$ cat config.mk
export PLATFORM = sky130hd
export DESIGN_NAME = alu_share_arbiter
export DESIGN_NICKNAME = d
export VERILOG_FILES = /design/src/rtl/alu_share_arbiter.sv
export SDC_FILE = /design/constraint.sdc
export NUM_CORES = 1
export LEC_CHECK = 0
export CAP_MARGIN = 10
export CORE_ASPECT_RATIO = 0.9
export CORE_MARGIN = 3
export CORE_UTILIZATION = 45
export DETAILED_ROUTE_END_ITERATION = 10
export PLACE_DENSITY = 0.8
export SLEW_MARGIN = 20
export SYNTH_ARGS = -nofsm -noshare
export SYNTH_HDL_FRONTEND = slang
export SYNTH_SLANG_ARGS = --single-unit
$ cat constraint.sdc
create_clock -name clk -period 4.9 [get_ports clk]
set_input_delay 0.735 -clock clk [delete_from_list [all_inputs] [get_ports clk]]
set_output_delay 0.735 -clock clk [all_outputs]
set_load 0.02 [all_outputs]
$ cat src/rtl/alu_share_arbiter.sv
// alu_share_arbiter: one rv32i ALU shared by two valid/ready requesters with 1-cycle registered responses
package alu_share_arbiter_pkg;
  typedef enum logic [4:0] {
    ALU_NOP  = 5'd0,
    ALU_ADD  = 5'd1,
    ALU_SUB  = 5'd2,
    ALU_SLL  = 5'd3,
    ALU_SLT  = 5'd4,
    ALU_SLTU = 5'd5,
    ALU_XOR  = 5'd6,
    ALU_SRL  = 5'd7,
    ALU_SRA  = 5'd8,
    ALU_OR   = 5'd9,
    ALU_AND  = 5'd10,
    ALU_BEQ  = 5'd11,
    ALU_BNE  = 5'd12,
    ALU_BLT  = 5'd13,
    ALU_BGE  = 5'd14,
    ALU_BLTU = 5'd15,
    ALU_BGEU = 5'd16,
    ALU_JALR = 5'd17
  } alu_op_e;
  typedef enum logic [1:0] {
    BRANCH_NONE     = 2'd0,
    BRANCH_RELATIVE = 2'd1,
    BRANCH_ABSOLUTE = 2'd2
  } branch_type_e;
endpackage

module alu_share_alu
  import alu_share_arbiter_pkg::*;
(
  input  alu_op_e      op_i,
  input  logic [31:0]  d1_i,
  input  logic [31:0]  d2_i,
  output logic [31:0]  result_o,
  output branch_type_e branch_o
);
  logic lt, ltu, eq;
  assign lt  = $signed(d1_i) < $signed(d2_i);
  assign ltu = d1_i < d2_i;
  assign eq  = d1_i == d2_i;
  always_comb begin
    result_o = '0;
    branch_o = BRANCH_NONE;
    case (op_i)
      ALU_ADD:  result_o = d1_i + d2_i;
      ALU_SUB:  result_o = d1_i - d2_i;
      ALU_SLL:  result_o = d1_i << d2_i[4:0];
      ALU_SLT:  result_o = {31'b0, lt};
      ALU_SLTU: result_o = {31'b0, ltu};
      ALU_XOR:  result_o = d1_i ^ d2_i;
      ALU_SRL:  result_o = d1_i >> d2_i[4:0];
      ALU_SRA:  result_o = $signed(d1_i) >>> d2_i[4:0];
      ALU_OR:   result_o = d1_i | d2_i;
      ALU_AND:  result_o = d1_i & d2_i;
      ALU_BEQ:  branch_o = eq   ? BRANCH_RELATIVE : BRANCH_NONE;
      ALU_BNE:  branch_o = !eq  ? BRANCH_RELATIVE : BRANCH_NONE;
      ALU_BLT:  branch_o = lt   ? BRANCH_RELATIVE : BRANCH_NONE;
      ALU_BGE:  branch_o = !lt  ? BRANCH_RELATIVE : BRANCH_NONE;
      ALU_BLTU: branch_o = ltu  ? BRANCH_RELATIVE : BRANCH_NONE;
      ALU_BGEU: branch_o = !ltu ? BRANCH_RELATIVE : BRANCH_NONE;
      ALU_JALR: begin
        result_o = (d1_i + d2_i) & ~32'd1;
        branch_o = BRANCH_ABSOLUTE;
      end
      default: ;
    endcase
  end
endmodule

module alu_share_arbiter
  import alu_share_arbiter_pkg::*;
#(
  parameter bit FIXED_PRIORITY = 1'b0
) (
  input  logic         clk,
  input  logic         rst,
  input  logic         req0_valid,
  output logic         req0_ready,
  input  logic [31:0]  req0_data1,
  input  logic [31:0]  req0_data2,
  input  alu_op_e      req0_op,
  output logic         rsp0_valid,
  input  logic         rsp0_ready,
  output logic [31:0]  rsp0_result,
  output branch_type_e rsp0_branch,
  input  logic         req1_valid,
  output logic         req1_ready,
  input  logic [31:0]  req1_data1,
  input  logic [31:0]  req1_data2,
  input  alu_op_e      req1_op,
  output logic         rsp1_valid,
  input  logic         rsp1_ready,
  output logic [31:0]  rsp1_result,
  output branch_type_e rsp1_branch,
  output logic         busy
);
  logic         elig0, elig1, grant0, grant1;
  logic         fav_q, fav_d;
  logic         rsp0_valid_q, rsp0_valid_d, rsp1_valid_q, rsp1_valid_d;
  logic [31:0]  rsp0_result_q, rsp0_result_d, rsp1_result_q, rsp1_result_d;
  branch_type_e rsp0_branch_q, rsp0_branch_d, rsp1_branch_q, rsp1_branch_d;
  alu_op_e      alu_op;
  logic [31:0]  alu_d1, alu_d2, alu_result;
  branch_type_e alu_branch;
  // a port may issue only if its response slot is empty or draining this cycle
  assign elig0  = req0_valid && (!rsp0_valid_q || rsp0_ready);
  assign elig1  = req1_valid && (!rsp1_valid_q || rsp1_ready);
  assign grant0 = !rst && elig0 && (!elig1 || FIXED_PRIORITY || !fav_q);
  assign grant1 = !rst && elig1 && !grant0;
  assign req0_ready = grant0;
  assign req1_ready = grant1;
  assign alu_op = grant0 ? req0_op    : grant1 ? req1_op    : ALU_NOP;
  assign alu_d1 = grant0 ? req0_data1 : grant1 ? req1_data1 : '0;
  assign alu_d2 = grant0 ? req0_data2 : grant1 ? req1_data2 : '0;
  alu_share_alu u_alu (
    .op_i     (alu_op),
    .d1_i     (alu_d1),
    .d2_i     (alu_d2),
    .result_o (alu_result),
    .branch_o (alu_branch)
  );
  assign fav_d         = grant0 ? 1'b1 : grant1 ? 1'b0 : fav_q;
  assign rsp0_valid_d  = grant0 || (rsp0_valid_q && !rsp0_ready);
  assign rsp1_valid_d  = grant1 || (rsp1_valid_q && !rsp1_ready);
  assign rsp0_result_d = grant0 ? alu_result : rsp0_result_q;
  assign rsp1_result_d = grant1 ? alu_result : rsp1_result_q;
  assign rsp0_branch_d = grant0 ? alu_branch : rsp0_branch_q;
  assign rsp1_branch_d = grant1 ? alu_branch : rsp1_branch_q;
  always_ff @(posedge clk) begin
    if (rst) begin
      fav_q         <= 1'b0;
      rsp0_valid_q  <= 1'b0;
      rsp1_valid_q  <= 1'b0;
      rsp0_result_q <= '0;
      rsp1_result_q <= '0;
      rsp0_branch_q <= BRANCH_NONE;
      rsp1_branch_q <= BRANCH_NONE;
    end else begin
      fav_q         <= fav_d;
      rsp0_valid_q  <= rsp0_valid_d;
      rsp1_valid_q  <= rsp1_valid_d;
      rsp0_result_q <= rsp0_result_d;
      rsp1_result_q <= rsp1_result_d;
      rsp0_branch_q <= rsp0_branch_d;
      rsp1_branch_q <= rsp1_branch_d;
    end
  end
  assign rsp0_valid  = rsp0_valid_q;
  assign rsp1_valid  = rsp1_valid_q;
  assign rsp0_result = rsp0_result_q;
  assign rsp1_result = rsp1_result_q;
  assign rsp0_branch = rsp0_branch_q;
  assign rsp1_branch = rsp1_branch_q;
  assign busy        = rsp0_valid_q || rsp1_valid_q;
endmodule

==> reports/qor.yml <==
place_ws_ns: -0.422
avgSynthCellArea_um2: 6.88
antenna_found_initial: 1
syn_area_um2: 14600
post_drt_wl_per_cell_um: 27.9
startpoint: "req1_valid"
top_layer: "met5"
switching_share: 0.457
die_w_um: 196
drtPass1Iterations: 7
hp-start: "rsp1_result[12]"
grt_pass1_vias: 18600
final_nets: 2816
ant_nets: 0
die_h_um: 177
cts_tree: "done"
vias: 20526
viasPerCell: 6.87
min_path_type: "reg2reg"
num_rows: 61
synth_cell_types: 96
root_buffer: "clkbuf_16"
power.internal_uw: 2340
drt-initial-drc-count: 3426
tightest_slew_ns: 1.19
synth-seq-area-share: 0.0977
yosys.area.top_type: "dfxtp_1"
period_share: 0.994
p_comb_frac: 0.645
overflow: 0
dr_wl_met3_mm: 12.4
worst_clock_skew_ns: 0.0248
n_antenna_cell: 0
async_flop_share: 0
power.switching_uw: 1970
yosys.area_share.simple: 0.231
synth_area_leaders: "dfxtp_1 (9.8%), mux2i_1 (8.9%), ha_1 (8.2%), a21oi_1 (6.6%), o21ai_0 (5.6%)"
synthMuxAreaShare: 0.124
synth_warnings: 0
cp.arrival_ns: 5.09
synthCells: 2115
die-area_um2: 34500
cp.required_ns: 5.11
cts.sinks: 71
slew_headroom: 0.200
hpwl_mm: 67.2
power.total_uw: 4300
finalSetupViolCount: 0
grt_usage: 0.457
ir_drop_mv: 0.244
ctsLongestPathBuffers: 2
path_clk_slew_ns: 0.07
synth_adder_area_share: 0.0844
synth_top_family_by_area: "compound AO/OA/AOI/OAI gates"
initial_core_util: 0.464
fillers: 2793
dpl-instance-area_um2: 19700
portBuffers: 216
max_cap_viol_count: 0
synth_xor_area_frac: 0.00903
synth-edff-count: 0
finalWeightedCongestion: 1.12
grt_max_degree: 68
hold_depth: 2
syn_nets: 2356
worstSetupStartpointType: "input port"
hold_viol_final: 0
setup_slack_ns: 0.0276
crit_type: "in2reg"
yosysTopAreaCellShare: 0.0977
num_io_pins: 217
finalSetupTns_ns: 0
wl_met2_mm: 32.5
clock_latency_ns: 0.37
cts_buffers: 9
final_layout_size_suffix_gt1_frac: 0.218
status: "finished clean"
power_leakage_uw: 0.00899
power_frac_seq: 0.151
synth_compound_area_frac: 0.366
final_util: 0.648
rr_startpoint: "fav_q"
synthFlopType: "dfxtp_1"
period_needed_ns: 4.87
clock.fmax_mhz: 205
drv_slew: 0
area_growth_pct: 39.7
endpoint_kind: "flip-flop"
crit_fanout: 17
powerDensity_nw_per_um2: 212
ys_ff_latch: 71
final_area_um2: 20300
htree_levels: 3
grt_pass1_wl_mm: 121
met1_length_mm: 32.3
r2r_cells: 21
wirelength_mm: 83.3
postCtsHoldBufs: 0
clock_power_share: 0.203
core_um2: 31400
drc: 0
## cells in the final DEF (no fill, tap or decap), types with 66 or more instances in the layout
cell / Yosys / routed
mux2i_1: 129 / 125
nand2_1: 168 / 167
nor2_1: 141 / 136
buf_4: 12 / 396
nand3_1: 68 / 68
ha_1: 95 / 89
a21o_1: 66 / 66
dfxtp_1: 71 / 71
a21oi_1: 192 / 182
inv_1: 108 / 108
nor3_1: 77 / 71
o21ai_0: 164 / 158
and3_1: 74 / 74
clkdlybuf4s50_1: 0 / 213
## registers in the layout (all words and copies together), names as in the netlist
name,count
rsp1_branch,2
fav_q,1
rsp1_valid,1
rsp1_result,32
rsp0_branch,2
rsp0_result,32
rsp0_valid,1
## kinds of logic after synthesis
group / after synthesis
AO/OA/AOI/OAI: 799
flip-flops: 71
XOR/XNOR: 15
adder cells (fa/ha/maj): 97
AND/OR/NAND/NOR: 673
multiplexers: 167
buffers and inverters: 293
## area by class of cell
type                    instances  area [um^2]  area share
multi-input cells            1751        12200       0.600
repair buffers                626         5390       0.265
flip-flops and latches         71         1420      0.0699
well taps                     409          512      0.0252
inverters                     116          445      0.0219
clock buffers                  11          243      0.0119
clock inverters                 5          129     0.00634
## cells in the mapped netlist (all sizes together) (15+ instances only)
cell type	number
a22oi	19
a21oi	192
nor3	78
nand2	168
dfxtp	71
o221ai	18
buf	76
ha	95
o2111ai	24
clkbuf	101
nor4	19
nand2b	30
o22ai	15
nor2	141
nor2b	25
xnor2	15
inv	114
o211ai	29
a221oi	21
mux2	28
and3	74
nand3	69
o21ai	182
a211oi	55
a2111oi	26
a21o	66
mux2i	134
nand4	19
o21bai	19
a31oi	27
o31ai	24
## critical path, cell delays in order
cell	delay [ns]
clkdlybuf4s50_1	0.48
nand2_1	0.12
o211ai_4	0.25
buf_12	0.16
buf_12	0.15
mux2i_2	0.21
buf_4	0.19
inv_1	0.07
ha_2	0.41
inv_1	0.09
nor3_1	0.25
buf_4	0.18
nand3_1	0.09
a311o_1	0.35
a22oi_2	0.35
buf_4	0.18
nor3b_1	0.04
o21ai_0	0.17
o211ai_1	0.17
a21oi_1	0.22
buf_4	0.15
a21oi_1	0.06
## through the flow
| step | hold WS, ns | instances |
|---|---|---|
| 4_1_cts | 0.464 | 2985 |
| 6_report | 0.464 | 2989 |
| 5_1_grt | 0.485 | 2989 |
| 3_5_place_dp | 0.456 | 2969 |
| 3_3_place_gp | 0.445 | 2969 |
| 2_1_floorplan | 0.502 | 2115 |
## path summary, 6_finish.rpt
kind	endpoint	slack, ns
worst max-delay path	rsp0_result[22]	0.03
worst min-delay path	rsp1_result[12]	0.46
worst max register to register	rsp0_result[22]	0.49
worst min register to register	rsp1_result[12]	0.46
## layer usage
metal  GRT usage  vias to the layer above
met3       0.138                      321
met1       0.620                     9577
met2       0.641                     1744
met4       0.257                        2
li1            -                     8882
met5           0                        -
## power by group through the flow
stage	clock (uW)	combinational, uW	sequential, uW
2_1_floorplan	0	1270	708
3_3_place_gp	0	2550	660
3_5_place_dp	0	2570	662
4_1_cts	867	2580	650
5_1_grt	894	2890	654
6_report	875	2780	650
## timing repair
item / CTS / global route
gates resized for setup: 1 / 60
setup buffers: 0 / 4
setup endpoints to repair: 2 / 48
pin swaps: 0 / 12
No activity file was read; power rests on OpenSTA's default activity.
